--- src/rtl/instr_register_pkg.sv ---
// Shared types for instr_register and its front-end controller.
// Opcodes, operand/address widths, controller states and the captured request record.
package instr_register_pkg;

  localparam int DEPTH = 32;

  typedef enum logic [3:0] {
    ZERO  = 4'd0,
    PASSA = 4'd1,
    PASSB = 4'd2,
    ADD   = 4'd3,
    SUB   = 4'd4,
    MULT  = 4'd5,
    DIV   = 4'd6,
    MOD   = 4'd7
  } opcode_t;

  typedef logic signed [31:0] operand_t;
  typedef logic [4:0]         address_t;

  typedef enum logic [1:0] {
    IDLE   = 2'd0,
    ACTIVE = 2'd1,
    FLUSH  = 2'd2
  } ctrl_state_t;

  typedef struct packed {
    opcode_t  opc;
    operand_t a;
    operand_t b;
  } req_t;

  // Division-by-zero requests are consumed but never reach the register.
  function automatic logic is_div0(req_t r);
    return ((r.opc == DIV) || (r.opc == MOD)) && (r.b == '0);
  endfunction

endpackage

--- src/rtl/rr_arbiter.sv ---
// Round-robin arbiter: grants the first requester at or after the pointer;
// the pointer moves past the winner whenever the grant is taken.
module rr_arbiter #(
  parameter int N = 2,
  localparam int IW = $clog2(N)
) (
  input  logic          clk,
  input  logic          reset_n,
  input  logic [N-1:0]  req,
  input  logic          advance,
  output logic [N-1:0]  grant,
  output logic [IW-1:0] grant_idx
);

  logic [IW-1:0] ptr;
  logic [IW-1:0] cand;
  logic          found;
  int            idx;

  always_comb begin
    grant     = '0;
    grant_idx = '0;
    found     = 1'b0;
    idx       = 0;
    cand      = '0;
    for (int off = 0; off < N; off++) begin
      idx = int'(ptr) + off;
      if (idx >= N) idx = idx - N;
      cand = IW'(idx);
      if (!found && req[cand]) begin
        found       = 1'b1;
        grant[cand] = 1'b1;
        grant_idx   = cand;
      end
    end
  end

  always_ff @(posedge clk or negedge reset_n) begin
    if (!reset_n) begin
      ptr <= '0;
    end else if (advance) begin
      ptr <= (int'(grant_idx) == N - 1) ? '0 : grant_idx + IW'(1);
    end
  end

endmodule

--- src/rtl/instr_reg_ctrl.sv ---
// Front-end for instr_register: arbitrates requesters onto the single write port,
// keeps the circular queue pointers/count and hands entries to one consumer.
module instr_reg_ctrl
  import instr_register_pkg::*;
#(
  parameter int NUM_REQ = 2,
  parameter int DEPTH   = instr_register_pkg::DEPTH
) (
  input  logic               clk,
  input  logic               reset_n,
  input  logic [NUM_REQ-1:0] req_valid,
  output logic [NUM_REQ-1:0] req_ready,
  input  opcode_t            req_opcode    [NUM_REQ],
  input  operand_t           req_operand_a [NUM_REQ],
  input  operand_t           req_operand_b [NUM_REQ],
  input  logic               flush,
  input  logic               rd_ready,
  output logic               iw_valid,
  output logic               load_en,
  output opcode_t            opcode,
  output operand_t           operand_a,
  output operand_t           operand_b,
  output address_t           write_pointer,
  output address_t           read_pointer,
  output logic [5:0]         count,
  output logic               full,
  output logic               empty,
  output logic               err_div0,
  output ctrl_state_t        state
);

  localparam int IW = $clog2(NUM_REQ);

  // Handshake rule for both sides: a transfer happens on a rising edge where
  // valid and ready are both high; ready never looks at the payload.

  ctrl_state_t        state_q, state_d;
  address_t           wr_ptr, rd_ptr;
  logic [5:0]         cnt;
  logic [NUM_REQ-1:0] arb_req, grant;
  logic [IW-1:0]      grant_idx;
  logic               can_grant, hs, rd_hs, div0;
  req_t               sel;

  // A load already in flight reserves its slot, so full can never overflow.
  assign can_grant = reset_n && (state_q != FLUSH) && !flush &&
                     (({1'b0, cnt} + 7'(load_en)) < 7'(DEPTH));
  assign arb_req   = req_valid & {NUM_REQ{can_grant}};

  rr_arbiter #(.N(NUM_REQ)) u_arb (
    .clk       (clk),
    .reset_n   (reset_n),
    .req       (arb_req),
    .advance   (hs),
    .grant     (grant),
    .grant_idx (grant_idx)
  );

  assign req_ready = grant;
  assign hs        = |grant;
  assign sel       = '{opc: req_opcode[grant_idx],
                       a:   req_operand_a[grant_idx],
                       b:   req_operand_b[grant_idx]};
  assign div0      = is_div0(sel);

  assign iw_valid = reset_n && (cnt != '0) && (state_q != FLUSH);
  assign rd_hs    = iw_valid && rd_ready;

  always_comb begin
    state_d = state_q;
    case (state_q)
      IDLE:    if (hs) state_d = ACTIVE;
      ACTIVE:  if ((cnt == '0) && !load_en && !hs) state_d = IDLE;
      FLUSH:   state_d = IDLE;
      default: state_d = IDLE;
    endcase
    if (flush) state_d = FLUSH;
  end

  always_ff @(posedge clk or negedge reset_n) begin
    if (!reset_n) begin
      state_q   <= IDLE;
      load_en   <= 1'b0;
      err_div0  <= 1'b0;
      opcode    <= ZERO;
      operand_a <= '0;
      operand_b <= '0;
      wr_ptr    <= '0;
      rd_ptr    <= '0;
      cnt       <= '0;
    end else begin
      state_q  <= state_d;
      load_en  <= hs && !div0;
      err_div0 <= hs && div0;
      if (hs && !div0) begin
        opcode    <= sel.opc;
        operand_a <= sel.a;
        operand_b <= sel.b;
      end
      if (load_en) wr_ptr <= wr_ptr + address_t'(1);
      if (state_q == FLUSH) begin
        rd_ptr <= wr_ptr;
        cnt    <= '0;
      end else begin
        if (rd_hs) rd_ptr <= rd_ptr + address_t'(1);
        case ({load_en, rd_hs})
          2'b10:   cnt <= cnt + 6'd1;
          2'b01:   cnt <= cnt - 6'd1;
          default: cnt <= cnt;
        endcase
      end
    end
  end

  assign write_pointer = wr_ptr;
  assign read_pointer  = rd_ptr;
  assign count         = cnt;
  assign full          = (cnt == 6'(DEPTH));
  assign empty         = (cnt == '0);
  assign state         = state_q;

endmodule
--- config.mk ---
export PLATFORM = sky130hd
export DESIGN_NAME = instr_reg_ctrl
export DESIGN_NICKNAME = d
export VERILOG_FILES = /design/src/rtl/instr_register_pkg.sv /design/src/rtl/rr_arbiter.sv /design/src/rtl/instr_reg_ctrl.sv
export SDC_FILE = /design/constraint.sdc
export NUM_CORES = 1
export LEC_CHECK = 0
export CAP_MARGIN = 15
export CORE_AREA = 2 2 138 100
export DETAILED_ROUTE_END_ITERATION = 10
export DIE_AREA = 0 0 140 102
export PLACE_DENSITY = 0.73
export REMOVE_ABC_BUFFERS = 1
export SETUP_SLACK_MARGIN = 0.15
export SLEW_MARGIN = 0
export SYNTH_ARGS = -nofsm -noshare
export SYNTH_HDL_FRONTEND = slang
export SYNTH_SLANG_ARGS = --single-unit
--- constraint.sdc ---
create_clock -name clk -period 3.1 [get_ports clk]
set_input_delay 0.93 -clock clk [delete_from_list [all_inputs] [get_ports clk]]
set_output_delay 0.93 -clock clk [all_outputs]
set_load 0.01 [all_outputs]
==> results_dict.tcl <==
set metrics [dict create \
    status "finished with violations" \
    violations "DRC" \
    grt_usage_pct 19.4 \
    grt_first_pass_wirelength_um 21900 \
    powerDensity_nw_per_um2 531 \
    synth_compound_area_share_pct 3.79 \
    synthSimpleGateAreaFrac_pct 7.77 \
    worstPathMaxFanout 2 \
    cts_hold_buf 0 \
    syn_to_final_growth_pct 73.9 \
    diodes 0 \
    cp-start-kind "flop" \
    yosys.area.top_type "dfrtp_1" \
    yosysWarnings 0 \
    grt.overflow.total 0 \
    port_buffers 234 \
    ys_ff_latch 89 \
    wl_um 15100 \
    syn_area_um2 4720 \
    synth_mux_area_share_pct 32.9 \
    layout_setup_ws_ps 23.2 \
    drc 12 \
    setup_viol 0 \
    nets 790 \
    cts_buffers 9 \
    num_rows 35 \
    worst_pin_slew_ps 1010 \
    cap_viol_max_count 0 \
    critPathRequiredTime_ps 3270 \
    gp_congestion 0.862 \
    clock-sinks 89 \
    fin_setup_tns_ps 0 \
    hold_violations 0 \
    dpl.hpwl_um 11000 \
    dp_slack_ps -486 \
    hold_path_class "flop to flop" \
    viasPerCell 5.03 \
    n_fill_cell 1025 \
    avgRoutedWirePerCell_um 18.7 \
    drive_above_1_share_pct 35.6 \
    die_x_um 140 \
    hold_depth 1 \
    seqCellArea_um2 2230 \
    period_share_pct 99.3 \
    arrival_ps 3250 \
    ir_drop_mv 0.298 \
    ios 235 \
    worstSetupEndpointType "flop" \
    die-area_um2 14300 \
    clock.fmax_mhz 325 \
    ys_types 39 \
    die_h_um 102 \
    initial_core_util_pct 36.5 \
    clockRootBuffer "clkbuf_16" \
    finalHoldWorstSlack_ps 485 \
    multi_input_area_um2 2550 \
    rsz0062_at_grt "true" \
    vias 4086 \
    syn_inst 369 \
    rr_worst_depth 12 \
    worstSkewPairLatency_ps 330 \
    p_leak_uw 0.00351 \
    finalCriticalPeriod_ps 3080 \
    skew_ps 9.66 \
    final_antenna_net_count 0 \
    htreeDepth 3 \
    grt_max_degree 64 \
    final_max_slew_viol_count 0 \
    crit_type "flop to flop" \
    grt_pass1_vias 4297 \
    synth_adder_area_share_pct 2.02 \
    totalPowerFinal_uw 4360 \
    cts_buffer_depth 2 \
    yosysTopAreaCellShare_pct 47.2 \
    netlist_top_cells_area "dfrtp_1 (47%), mux2_2 (33%), nor4_1 (2.3%)" \
    slew_headroom_pct 32.5 \
    dr.pass1.iters 8 \
    synth_top_family_by_area "multiplexers" \
    yosys.area_share.xor_xnor_pct 2.63 \
    core-area_um2 12900 \
    synth.avg_cell_area_um2 12.8 \
    antenna_found_initial 0 \
    drt-initial-drc-count 174 \
    clkSlewWorstSetupHoldPaths_ps 60 \
    synth-seq-area-share_pct 47.2 \
    cts_tree "done" \
]
[per-stage QoR]
step / instances / utilization, % / area [um2]
detailed placement: 787 / 57.7 / 7450
finish: 812 / 63.5 / 8200
floorplan: 348 / - / 4570
global route: 812 / 63.5 / 8200
global placement: 787 / 57.7 / 7450
CTS: 803 / 60.8 / 7860
[cells in the mapped netlist]
master / instances
mux2_2: 137
dfrtp_1: 89
nor4_1: 17
nand2_1: 15
nor2_1: 9
inv_1: 8
o21ai_0: 8
buf_2: 7
buf_4: 7
nand4_1: 7
ha_1: 6
nand3_1: 6
xnor2_1: 6
a21oi_1: 5
xor2_1: 5
buf_6: 4
nor3_1: 4
clkbuf_1: 3
o31ai_1: 3
a21o_1: 2
nand2b_1: 2
nor3b_1: 2
a2111oi_0: 1
a211oi_1: 1
a31oi_1: 1
and2_4: 1
and3_1: 1
fa_1: 1
mux2i_1: 1
nor2b_1: 1
nor4b_1: 1
o2111a_1: 1
o21ai_1: 1
o21bai_1: 1
o311a_4: 1
o41ai_1: 1
or2b_1: 1
or4_4: 1
xnor2_4: 1
[power breakdown]
group | switching [uW] | internal [uW]
sequential | 186 | 1450
clock | 452 | 791
combinational | 533 | 948
total | 1170 | 3190
[final cells by class]
| cell class | count | area share, % |
|---|---|---|
| repair buffers | 281 | 34.7 |
| multi-input cells | 252 | 31.1 |
| flip-flops and latches | 89 | 27.1 |
| clock buffers | 10 | 2.79 |
| well taps | 166 | 2.53 |
| clock inverters | 6 | 1.39 |
| inverters | 8 | 0.366 |
[cells by family (layout without fill, tap and decap cells)]
group / after synthesis / in the layout
compound gates: 26 / 26
xor+xnor: 12 / 12
fa+ha+maj: 7 / 7
buf+inv: 29 / 305
flops: 89 / 89
mux: 138 / 138
simple gates: 68 / 69
[placed cells by master (no fill, tap or decap), types with 5 or more instances in the layout]
master,count
ha_1,5
dfrtp_1,89
mux2_2,137
nor4_1,6
buf_6,5
nor2_1,9
dlymetal6s2s_1,17
clkbuf_16,13
nand4_1,7
inv_1,8
xnor2_1,6
buf_4,36
nor4_4,5
clkdlybuf4s50_1,210
o21ai_0,5
nor4_2,6
nand2_1,15
xor2_1,5
[sequential cells by signal (all words and copies together), names as in the netlist]
name and flops:
u_arb.ptr 1, write_pointer 5, operand_b 32, operand_a 32, err_div0 1, load_en 1
read_pointer 5, state 2, count 6, opcode 4
[critical path, cell delays in order (launching register included)]
cell and delay (ps):
dfrtp_1 380, or4_4 550, o311a_4 330, and2_4 160
or2b_1 160, inv_1 50, ha_1 270, a21o_1 190
a21oi_2 160, o21bai_2 100, a2111oi_4 340, o21ai_1 80
nor3b_2 150
[final timing paths]
path / from / endpoint / slack (ps)
max in group asynchronous: reset_n / operand_a[9] / 1720
min in group asynchronous: reset_n / operand_b[26] / 750
min reg2reg: state[1] / state[0] / 480
max reg2reg: count[4] / count[5] / 20
min: state[1] / state[0] / 480
max: count[4] / count[5] / 20
[timing repair]
item                       4_1_cts  5_1_grt
gates cloned                     0        7
pin swaps                        5       14
setup endpoints to repair       75       72
gates resized for setup         23       47
setup buffers                    0        2
[per-layer routing]
| metal | wire (um) | track usage [%] | share of wire (%) | vias up |
|---|---|---|---|---|
| met3 | 1000 | 5.67 | 6.6 | 17 |
| met5 | 0 | 0 | 0 | - |
| met1 | 6330 | 23.2 | 42 | 2022 |
| li1 | - | - | - | 1897 |
| met2 | 7620 | 34.8 | 50 | 150 |
| met4 | 191 | 5.44 | 1.3 | 0 |
Note: power is estimated with default switching activity, not from simulation.
